<file path="config.mk">
export PLATFORM = sky130hd
export DESIGN_NAME = pipearch_dispatch
export DESIGN_NICKNAME = d
export VERILOG_FILES = /design/src/rtl/pipearch_pkg.sv /design/src/rtl/pipearch_instr_decode.sv /design/src/rtl/pipearch_dispatch.sv
export SDC_FILE = /design/constraint.sdc
export NUM_CORES = 1
export LEC_CHECK = 0
export CAP_MARGIN = 5
export CORE_AREA = 2 2 164 102
export DETAILED_ROUTE_END_ITERATION = 10
export DIE_AREA = 0 0 166 104
export GPL_ROUTABILITY_DRIVEN = 0
export PLACE_DENSITY = 0.81
export SYNTH_ARGS = -nofsm -noshare
export SYNTH_HDL_FRONTEND = slang
export SYNTH_SLANG_ARGS = --single-unit
</file>
<file path="constraint.sdc">
create_clock -name clk -period 2.9 [get_ports clk]
set_input_delay 0.29 -clock clk [delete_from_list [all_inputs] [get_ports clk]]
set_output_delay 0.29 -clock clk [all_outputs]
set_load 0.005 [all_outputs]
</file>
<file path="src/rtl/pipearch_pkg.sv">
// rtl/pipearch_pkg.sv - shared PipeArch types and instruction field layout
package pipearch_pkg;

  typedef enum logic [2:0] {
    DS_IDLE    = 3'd0,
    DS_FETCH   = 3'd1,
    DS_CAPTURE = 3'd2,
    DS_ISSUE   = 3'd3,
    DS_WAIT    = 3'd4
  } t_dispatchstate;

  localparam int INSTR_W          = 128;
  localparam int INSTR_OPCODE_LSB = 96;
  localparam int INSTR_OPCODE_W   = 8;
  localparam int INSTR_REG_W      = 32;

endpackage

</file>
<file path="src/rtl/pipearch_instr_decode.sv">
// rtl/pipearch_instr_decode.sv - combinational split of a 128-bit instruction word
module pipearch_instr_decode
  import pipearch_pkg::*;
#(
  parameter int NUM_OPS  = 4,
  parameter int NUM_REGS = 2
) (
  input  logic [INSTR_W-1:0]              instr_i,
  output logic [INSTR_OPCODE_W-1:0]       opcode_o,
  output logic [NUM_REGS*INSTR_REG_W-1:0] regs_o,
  output logic                            illegal_o
);

  localparam logic [INSTR_OPCODE_W:0] OPS_LIMIT = (INSTR_OPCODE_W+1)'(NUM_OPS);

  logic unused_bits;

  assign opcode_o  = instr_i[INSTR_OPCODE_LSB +: INSTR_OPCODE_W];
  assign regs_o    = instr_i[NUM_REGS*INSTR_REG_W-1:0];
  assign illegal_o = {1'b0, opcode_o} >= OPS_LIMIT;

  // Reserved field and any register words beyond NUM_REGS are dropped.
  assign unused_bits = (^instr_i[INSTR_W-1:INSTR_OPCODE_LSB+INSTR_OPCODE_W])
                     ^ (^instr_i[INSTR_OPCODE_LSB-1:0]);

endmodule

</file>
<file path="src/rtl/pipearch_dispatch.sv">
// rtl/pipearch_dispatch.sv - PipeArch instruction fetch/issue FSM; PIPEARCH_DISPATCH_CYCLES_EN adds prog_cycles
module pipearch_dispatch
  import pipearch_pkg::*;
#(
  parameter int NUM_OPS   = 4,
  parameter int NUM_REGS  = 2,
  parameter int LOG2_PROG = 10
) (
  input  logic                            clk,
  input  logic                            reset,
  input  logic                            start,
  input  logic [LOG2_PROG:0]              prog_length,
  input  logic [15:0]                     prog_repeat,
  output logic                            instr_re,
  output logic [LOG2_PROG-1:0]            instr_addr,
  input  logic [INSTR_W-1:0]              instr_rdata,
  output logic [NUM_OPS-1:0]              op_start,
  output logic [NUM_REGS*INSTR_REG_W-1:0] op_regs,
  input  logic [NUM_OPS-1:0]              op_done,
  output logic                            busy,
  output logic                            done,
  output logic                            error
`ifdef PIPEARCH_DISPATCH_CYCLES_EN
  ,
  output logic [31:0]                     prog_cycles
`endif
);

  localparam int OPW = (NUM_OPS > 1) ? $clog2(NUM_OPS) : 1;

  localparam logic [2:0] ST_IDLE    = 3'(DS_IDLE);
  localparam logic [2:0] ST_FETCH   = 3'(DS_FETCH);
  localparam logic [2:0] ST_CAPTURE = 3'(DS_CAPTURE);
  localparam logic [2:0] ST_ISSUE   = 3'(DS_ISSUE);
  localparam logic [2:0] ST_WAIT    = 3'(DS_WAIT);

  localparam logic [LOG2_PROG:0] LEN_ONE = (LOG2_PROG+1)'(1);

  logic [2:0]                      state_q, state_d;
  logic [LOG2_PROG-1:0]            pc_q, pc_d;
  logic [15:0]                     pass_q, pass_d;
  logic [LOG2_PROG:0]              len_q, len_d;
  logic [15:0]                     rep_q, rep_d;
  logic [OPW-1:0]                  sel_q, sel_d;
  logic                            re_q, re_d;
  logic [LOG2_PROG-1:0]            addr_q, addr_d;
  logic [NUM_OPS-1:0]              op_start_q, op_start_d;
  logic [NUM_REGS*INSTR_REG_W-1:0] regs_q, regs_d;
  logic                            busy_q, busy_d;
  logic                            done_q, done_d;
  logic                            err_q, err_d;

  logic [INSTR_OPCODE_W-1:0]       dec_opcode;
  logic [NUM_REGS*INSTR_REG_W-1:0] dec_regs;
  logic                            dec_illegal;
  logic                            start_accept;
  logic                            unused_opcode;

  pipearch_instr_decode #(
    .NUM_OPS  (NUM_OPS),
    .NUM_REGS (NUM_REGS)
  ) u_decode (
    .instr_i   (instr_rdata),
    .opcode_o  (dec_opcode),
    .regs_o    (dec_regs),
    .illegal_o (dec_illegal)
  );

  assign unused_opcode = ^dec_opcode;
  // The done cycle is already back in IDLE but still busy; start is refused there.
  assign start_accept  = (state_q == ST_IDLE) && start && !busy_q;

  always_comb begin
    state_d    = state_q;
    pc_d       = pc_q;
    pass_d     = pass_q;
    len_d      = len_q;
    rep_d      = rep_q;
    sel_d      = sel_q;
    addr_d     = addr_q;
    regs_d     = regs_q;
    err_d      = err_q;
    re_d       = 1'b0;
    op_start_d = '0;
    done_d     = 1'b0;

    case (state_q)
      ST_IDLE: begin
        if (start_accept) begin
          pc_d   = '0;
          pass_d = '0;
          err_d  = 1'b0;
          len_d  = prog_length;
          rep_d  = (prog_repeat == 16'd0) ? 16'd1 : prog_repeat;
          if (prog_length == '0) begin
            done_d = 1'b1;
          end else begin
            state_d = ST_FETCH;
            re_d    = 1'b1;
            addr_d  = '0;
          end
        end
      end
      ST_FETCH: begin
        // Entered from WAIT_DONE with the read not yet launched: issue it from the updated pc.
        if (re_q) begin
          state_d = ST_CAPTURE;
        end else begin
          re_d   = 1'b1;
          addr_d = pc_q;
        end
      end
      ST_CAPTURE: begin
        if (dec_illegal) begin
          err_d   = 1'b1;
          done_d  = 1'b1;
          state_d = ST_IDLE;
        end else begin
          sel_d                         = dec_opcode[OPW-1:0];
          regs_d                        = dec_regs;
          op_start_d[dec_opcode[OPW-1:0]] = 1'b1;
          state_d                       = ST_ISSUE;
        end
      end
      ST_ISSUE: begin
        state_d = ST_WAIT;
      end
      ST_WAIT: begin
        if (op_done[sel_q]) begin
          if ({1'b0, pc_q} < (len_q - LEN_ONE)) begin
            pc_d    = pc_q + 1'b1;
            state_d = ST_FETCH;
          end else if (pass_q < (rep_q - 16'd1)) begin
            pass_d  = pass_q + 16'd1;
            pc_d    = '0;
            state_d = ST_FETCH;
          end else begin
            done_d  = 1'b1;
            state_d = ST_IDLE;
          end
        end
      end
      default: begin
        state_d = ST_IDLE;
      end
    endcase

    busy_d = (state_d != ST_IDLE) || done_d;
  end

  always_ff @(posedge clk) begin
    if (reset) begin
      state_q    <= ST_IDLE;
      pc_q       <= '0;
      pass_q     <= '0;
      len_q      <= '0;
      rep_q      <= '0;
      sel_q      <= '0;
      re_q       <= 1'b0;
      addr_q     <= '0;
      op_start_q <= '0;
      regs_q     <= '0;
      busy_q     <= 1'b0;
      done_q     <= 1'b0;
      err_q      <= 1'b0;
    end else begin
      state_q    <= state_d;
      pc_q       <= pc_d;
      pass_q     <= pass_d;
      len_q      <= len_d;
      rep_q      <= rep_d;
      sel_q      <= sel_d;
      re_q       <= re_d;
      addr_q     <= addr_d;
      op_start_q <= op_start_d;
      regs_q     <= regs_d;
      busy_q     <= busy_d;
      done_q     <= done_d;
      err_q      <= err_d;
    end
  end

  assign instr_re   = re_q;
  assign instr_addr = addr_q;
  assign op_start   = op_start_q;
  assign op_regs    = regs_q;
  assign busy       = busy_q;
  assign done       = done_q;
  assign error      = err_q;

`ifdef PIPEARCH_DISPATCH_CYCLES_EN
  logic [31:0] cyc_q, cyc_d;

  always_comb begin
    cyc_d = cyc_q;
    if (start_accept) begin
      cyc_d = '0;
    end else if (busy_q && (cyc_q != 32'hFFFF_FFFF)) begin
      cyc_d = cyc_q + 32'd1;
    end
  end

  always_ff @(posedge clk) begin
    if (reset) begin
      cyc_q <= '0;
    end else begin
      cyc_q <= cyc_d;
    end
  end

  assign prog_cycles = cyc_q;
`endif

endmodule

</file>
Yosys cells after proc, flatten, opt, wreduce, memory -nomap -nowiden
Cells that the tools add are included.

Register bits: 140. Bits of input ports: 162. Output and inout bits: 82. Logic and storage cells: 97.

Add/subtract/negate cells: 4. Order comparisons: 6. Equality and inequality tests: 12. Multiplexer cells: 41. Bitwise operators: 2. Reductions and logical operators: 19.

Operator list (number): $mux 16 (5); $mux 10 (7); $pmux 10 s2 (2); $pmux 16 s2 (1); $add 16x1->16 const B (1); $logic_not 16->1 (1); $lt 16x16->1 (1); $sub 16x1->16 const B (1); $mux 1 (15); $pmux 3 s5 (1); $ne 2x2->1 const B (7); $mux 3 (4); $logic_not 11->1 (1); $lt 10x11->1 (1); $sub 11x1->11 const B (1); $add 10x1->10 const B (1); $ge 8x3->1 const B (1); $reduce_and 4->1 (2); $eq 3x2->1 const B (2); $lt 2x3->1 const B (2); $reduce_bool 2->1 (3); $reduce_and 5->1 (1); $pmux 1 s2 (2); $reduce_and 2->1 (2); other kinds (16) (19).

Logic depth before layout (Yosys ltp)
Word-level depth: 8. Mapped depth: 15. Mapped depth without buffers: 14.

Modules after synthesis
A second synthesis with hierarchy kept.

Cell total of the unflattened synthesis: 879. Area total of the unflattened synthesis: 7033.0 µm².

Modules (own cells, without submodules): pipearch_dispatch (times used 1, cells each 804, area an instance 6478.7 µm², sequential area each 2802.7 µm²); pipearch_instr_decode (times used 1, cells each 75, area an instance 554.3 µm², sequential area each 0.0 µm²).

Least setup slack after synthesis
Ideal clock, no wire load.

Path kind: register -> register. From: reg rep_q[2]. To: reg busy_q, in the netlist busy. Library setup time: 0.134 ns. Arrival: 3.053 ns. Data required time: 2.766 ns. Path slack: -0.287 ns. Cell stages (with the launch flop): 13. Buffers on the path: 0. Period minus slack after synthesis: 3.187 ns. Cell sequence: dfxtp_1 > or3_1 > nor2_1 > nand3_1 > nor4_1 > xnor2_1 > ha_1 > and3_1 > nand4_1 > o211ai_4 > a21oi_4 > o221a_2 > or4_1.

Cells in the longest elaborated chain, start to end: 8. Elaborated cells between the ends (all ways): 12. Those cells by class: add/sub (1); order compare (1); mux (8); reduce/logical (2).

Ends and longest elaborated chain: start: declaration (line pipearch_dispatch.sv:43) `logic [15:0] rep_q, rep_d;`; start signal: assignment (line pipearch_dispatch.sv:171) `rep_q <= rep_d;`; $sub 16x1->16 (*) (line pipearch_dispatch.sv:133) `end else if (pass_q < (rep_q - 16'd1)) begin`; $lt 16x16->1 (*) (line pipearch_dispatch.sv:133); $mux 1 (line pipearch_dispatch.sv:133); $mux 1 (line pipearch_dispatch.sv:130) `if ({1'b0, pc_q} < (len_q - LEN_ONE)) begin`; $mux 3 (line pipearch_dispatch.sv:129) `if (op_done[sel_q]) begin`; $pmux 3 s5 (line pipearch_dispatch.sv:87) `case (state_q)`; $reduce_bool 3->1 (line pipearch_dispatch.sv:148) `busy_d = (state_d != ST_IDLE) || done_d;`; $logic_or 1x1->1 (*) (line pipearch_dispatch.sv:148); end signal: assignment (line pipearch_dispatch.sv:177) `busy_q <= busy_d;`; end: declaration (line pipearch_dispatch.sv:49) `logic busy_q, busy_d;`.

Mark *: on every way between the ends. The rest lies on a longest branch, timed or not. A chain may end at the register's enable or synchronous reset.

Final worst setup path
From: reg rep_q[4]. To: reg busy_q, in the netlist busy.

Same word-level chain as after synthesis.

==> results.json <==
{
  "fp.dieH_um": 104,
  "final.period_utilization": 1.116,
  "clk_pin_slew_ps": 70,
  "drv_cap": 0,
  "dr.first_iter.drc_count": 432,
  "fp.coreArea_um2": 15810,
  "status": "finished, violations left",
  "yosysWarnings": 0,
  "area_delta_synth_final_pct": 50.07,
  "rsz0062_at_grt": "true",
  "rows": 36,
  "cts_hold_buf": 0,
  "peakVddDrop_mv": 0.3596,
  "leakage_nw": 3.420,
  "synth.distinct_cells": 54,
  "most-common-layout-cells": "nand2_1, clkdlybuf4s50_1, dfxtp_1, a21oi_1, nor2_1",
  "syn_avg_cell_area_um2": 8.139,
  "drt-met1-wl_um": 8156,
  "crit_type": "reg -> reg",
  "wl_per_cell_um": 15.45,
  "violations": "setup timing",
  "grt_pass1_wl_um": 29690,
  "cts_sinks": 140,
  "maxSlewViolCount": 0,
  "cp_slowest_cell": "or4_1",
  "worst_pin_slew_ps": 794.2,
  "grt_max_degree": 70,
  "synth_nets": 949,
  "hpwl_um": 13240,
  "n_antenna_cell": 0,
  "mostFrequentLayoutCell": "nand2_1",
  "cp.arrival_ps": 3520,
  "dr_wl_met2_um": 8447,
  "clk_latency_ps": 420,
  "cp_top_family": "simple AND/OR/NAND/NOR gates",
  "finalSetupTns_ps": -5351,
  "grt-ovfl-total": 0,
  "worstPathCellList": "or3_4 -> nor2_4 -> nand3_2 -> nor3_2 -> xnor2_1 -> ha_1 -> and3_4 -> nand4_1 -> o211ai_4 -> a21oi_4 -> o221a_4 -> or4_1",
  "vias_per_cell": 5.052,
  "clock_path_buffers": 2,
  "route.met3.wl_um": 1546,
  "wirelength_um": 18340,
  "dr.max_layer_used": "met4",
  "hp-class": "in -> reg",
  "reg2reg_depth": 12,
  "relSlewSlack": 0.4694,
  "p_per_area_nw_per_um2": 547.6,
  "fmax_mhz": 308.9,
  "setup_viol": 27,
  "grt_pass1_vias": 5809,
  "drc": 0,
  "critPathBufInv": 0,
  "num_vias": 5997,
  "hold_viol": 0,
  "setup_slack_ps": -337.6,
  "max_stage_delay_ps": 460,
  "ios": 244,
  "track_usage": 0.2106,
  "cts_inserted_buffers": 17,
  "p_total_mw": 5.076,
  "cp_max_fo": 4,
  "end_kind": "register",
  "antenna_found_initial": 0,
  "dpl_cell_area_um2": 8506,
  "period_needed_ps": 3238,
  "holdPathStages": 2,
  "path_depth": 12,
  "netlist_instances": 759,
  "drt-pass1-iter-count": 5,
  "synth-seq-cells": 140,
  "cp.required_ps": 3180,
  "io_buffers": 187,
  "nNetsFinal": 1156,
  "die-width_um": 166,
  "start_util": 0.3907,
  "clock_skew_ps": 9.931,
  "ys_seq_area_frac": 0.4537,
  "htree_levels": 4,
  "fp.dieArea_um2": 17260,
  "cts_tree": "done",
  "ant_nets": 0,
  "finalInstanceArea_um2": 9270,
  "syn-cell-area_um2": 6177,
  "start_kind": "register",
  "cts_root_buf": "clkbuf_16",
  "drive_gt1_frac": 0.1217
}
[registers in the layout, summed over array words and instances (netlist names)]
signal	count
instr_re	1
done	1
len_q	11
op_regs	64
state_q	3
pc_q	10
rep_q	16
sel_q	2
pass_q	16
instr_addr	10
op_start	4
busy	1
error	1
[power breakdown]
part / switching, mW / leakage (nW) / total (mW) / internal, mW
registers: 0.0465 / 1.13 / 2.02 / 1.97
logic: 0.464 / 2.01 / 0.925 / 0.461
clock network: 0.924 / 0.277 / 2.14 / 1.21
[synth_stat cells (all sizes together)]
cell type | count | area (µm²)
nor2 | 59 | 229.0
ha | 28 | 350.3
a22oi | 10 | 75.07
a21o | 5 | 38.79
o221a | 1 | 11.26
nor4 | 12 | 75.07
inv | 9 | 33.78
and4 | 1 | 8.760
nand2 | 201 | 754.5
xor2 | 25 | 219.0
or2 | 1 | 6.260
nor3 | 15 | 85.08
nand3 | 12 | 65.06
mux2i | 1 | 10.01
or4 | 2 | 15.01
a41oi | 1 | 8.760
nor2b | 1 | 6.260
nand4b | 1 | 8.760
nor4b | 3 | 26.28
xnor2 | 17 | 148.9
o21ai | 12 | 63.81
a2111oi | 1 | 10.01
a221oi | 2 | 23.77
o311ai | 1 | 8.760
or3 | 3 | 18.77
clkbuf | 33 | 123.9
mux4 | 1 | 22.52
nand2b | 1 | 6.260
o21a | 1 | 8.760
o211ai | 2 | 33.78
a31oi | 1 | 6.260
nand4 | 17 | 106.4
o2111a | 1 | 11.26
buf | 9 | 48.80
o2111ai | 1 | 8.760
dfxtp | 140 | 2803
nor3b | 1 | 7.510
o31ai | 2 | 28.78
and3 | 14 | 87.58
a21oi | 109 | 556.8
nand3b | 1 | 7.510
a31o | 1 | 8.760
[worst paths after layout]
check             slack (ps)                         end                      from
setup / recovery        -340             busy$_SDFF_PP0_     rep_q[4]$_SDFFE_PP0P_
hold reg to reg          450    op_regs[52]$_SDFFE_PP0P_  op_regs[52]$_SDFFE_PP0P_
hold / removal           290  instr_addr[1]$_SDFFE_PP0P_                     reset
setup reg to reg        -340             busy$_SDFF_PP0_     rep_q[4]$_SDFFE_PP0P_
[worst register-to-register path, cell delays in order (launching register included)]
cell and delay, ps:
dfxtp_2 320, or3_4 410, nor2_4 180, nand3_2 160
nor3_2 180, xnor2_1 90, ha_1 290, and3_4 200
nand4_1 150, o211ai_4 330, a21oi_4 120, o221a_4 230
or4_1 460
[area by class of cell]
class                      count  area (µm²)
clock buffer                  17       425.4
clock inverter                14       148.9
fill                        1406        6540
inverter                       9       33.78
multi-input combinational    568        3372
sequential                   140        2804
tap                          209       261.5
timing repair buffer         230        2225
[per-stage QoR]
stage               std cells  hold WS (ps)  setup WS (ps)  utilization
floorplan                 759         366.7         -139.0            -
global placement         1151         441.1         -269.2       0.5380
detailed placement       1151         446.5         -381.8       0.5380
CTS                      1183         269.3         -254.1       0.5781
global route             1187         306.9         -439.7       0.5863
finish                   1187         292.3         -337.6       0.5863
[kinds of logic after synthesis]
family | after synthesis | synth area share
buf+inv | 51 | 0.03342
fa+ha+maj | 28 | 0.05672
mux | 2 | 0.005266
compound gates | 151 | 0.1462
flops | 140 | 0.4537
simple gates | 345 | 0.2451
xor+xnor | 42 | 0.05955
[metal layers]
layer / GRT usage / vias up
met1: 0.2748 / 2783
met3: 0.06849 / 16
met4: 0.05590 / 0
li1: - / 3005
met5: 0 / -
met2: 0.3364 / 193
[what timing repair did]
| item | in CTS | in global routing |
|---|---|---|
| endpoints found under the setup margin | 28 | 28 |
| setup buffers | 1 | 4 |
| gates resized for setup | 14 | 14 |
| pin swaps | 8 | 6 |
(Power assumes the default switching activity.)
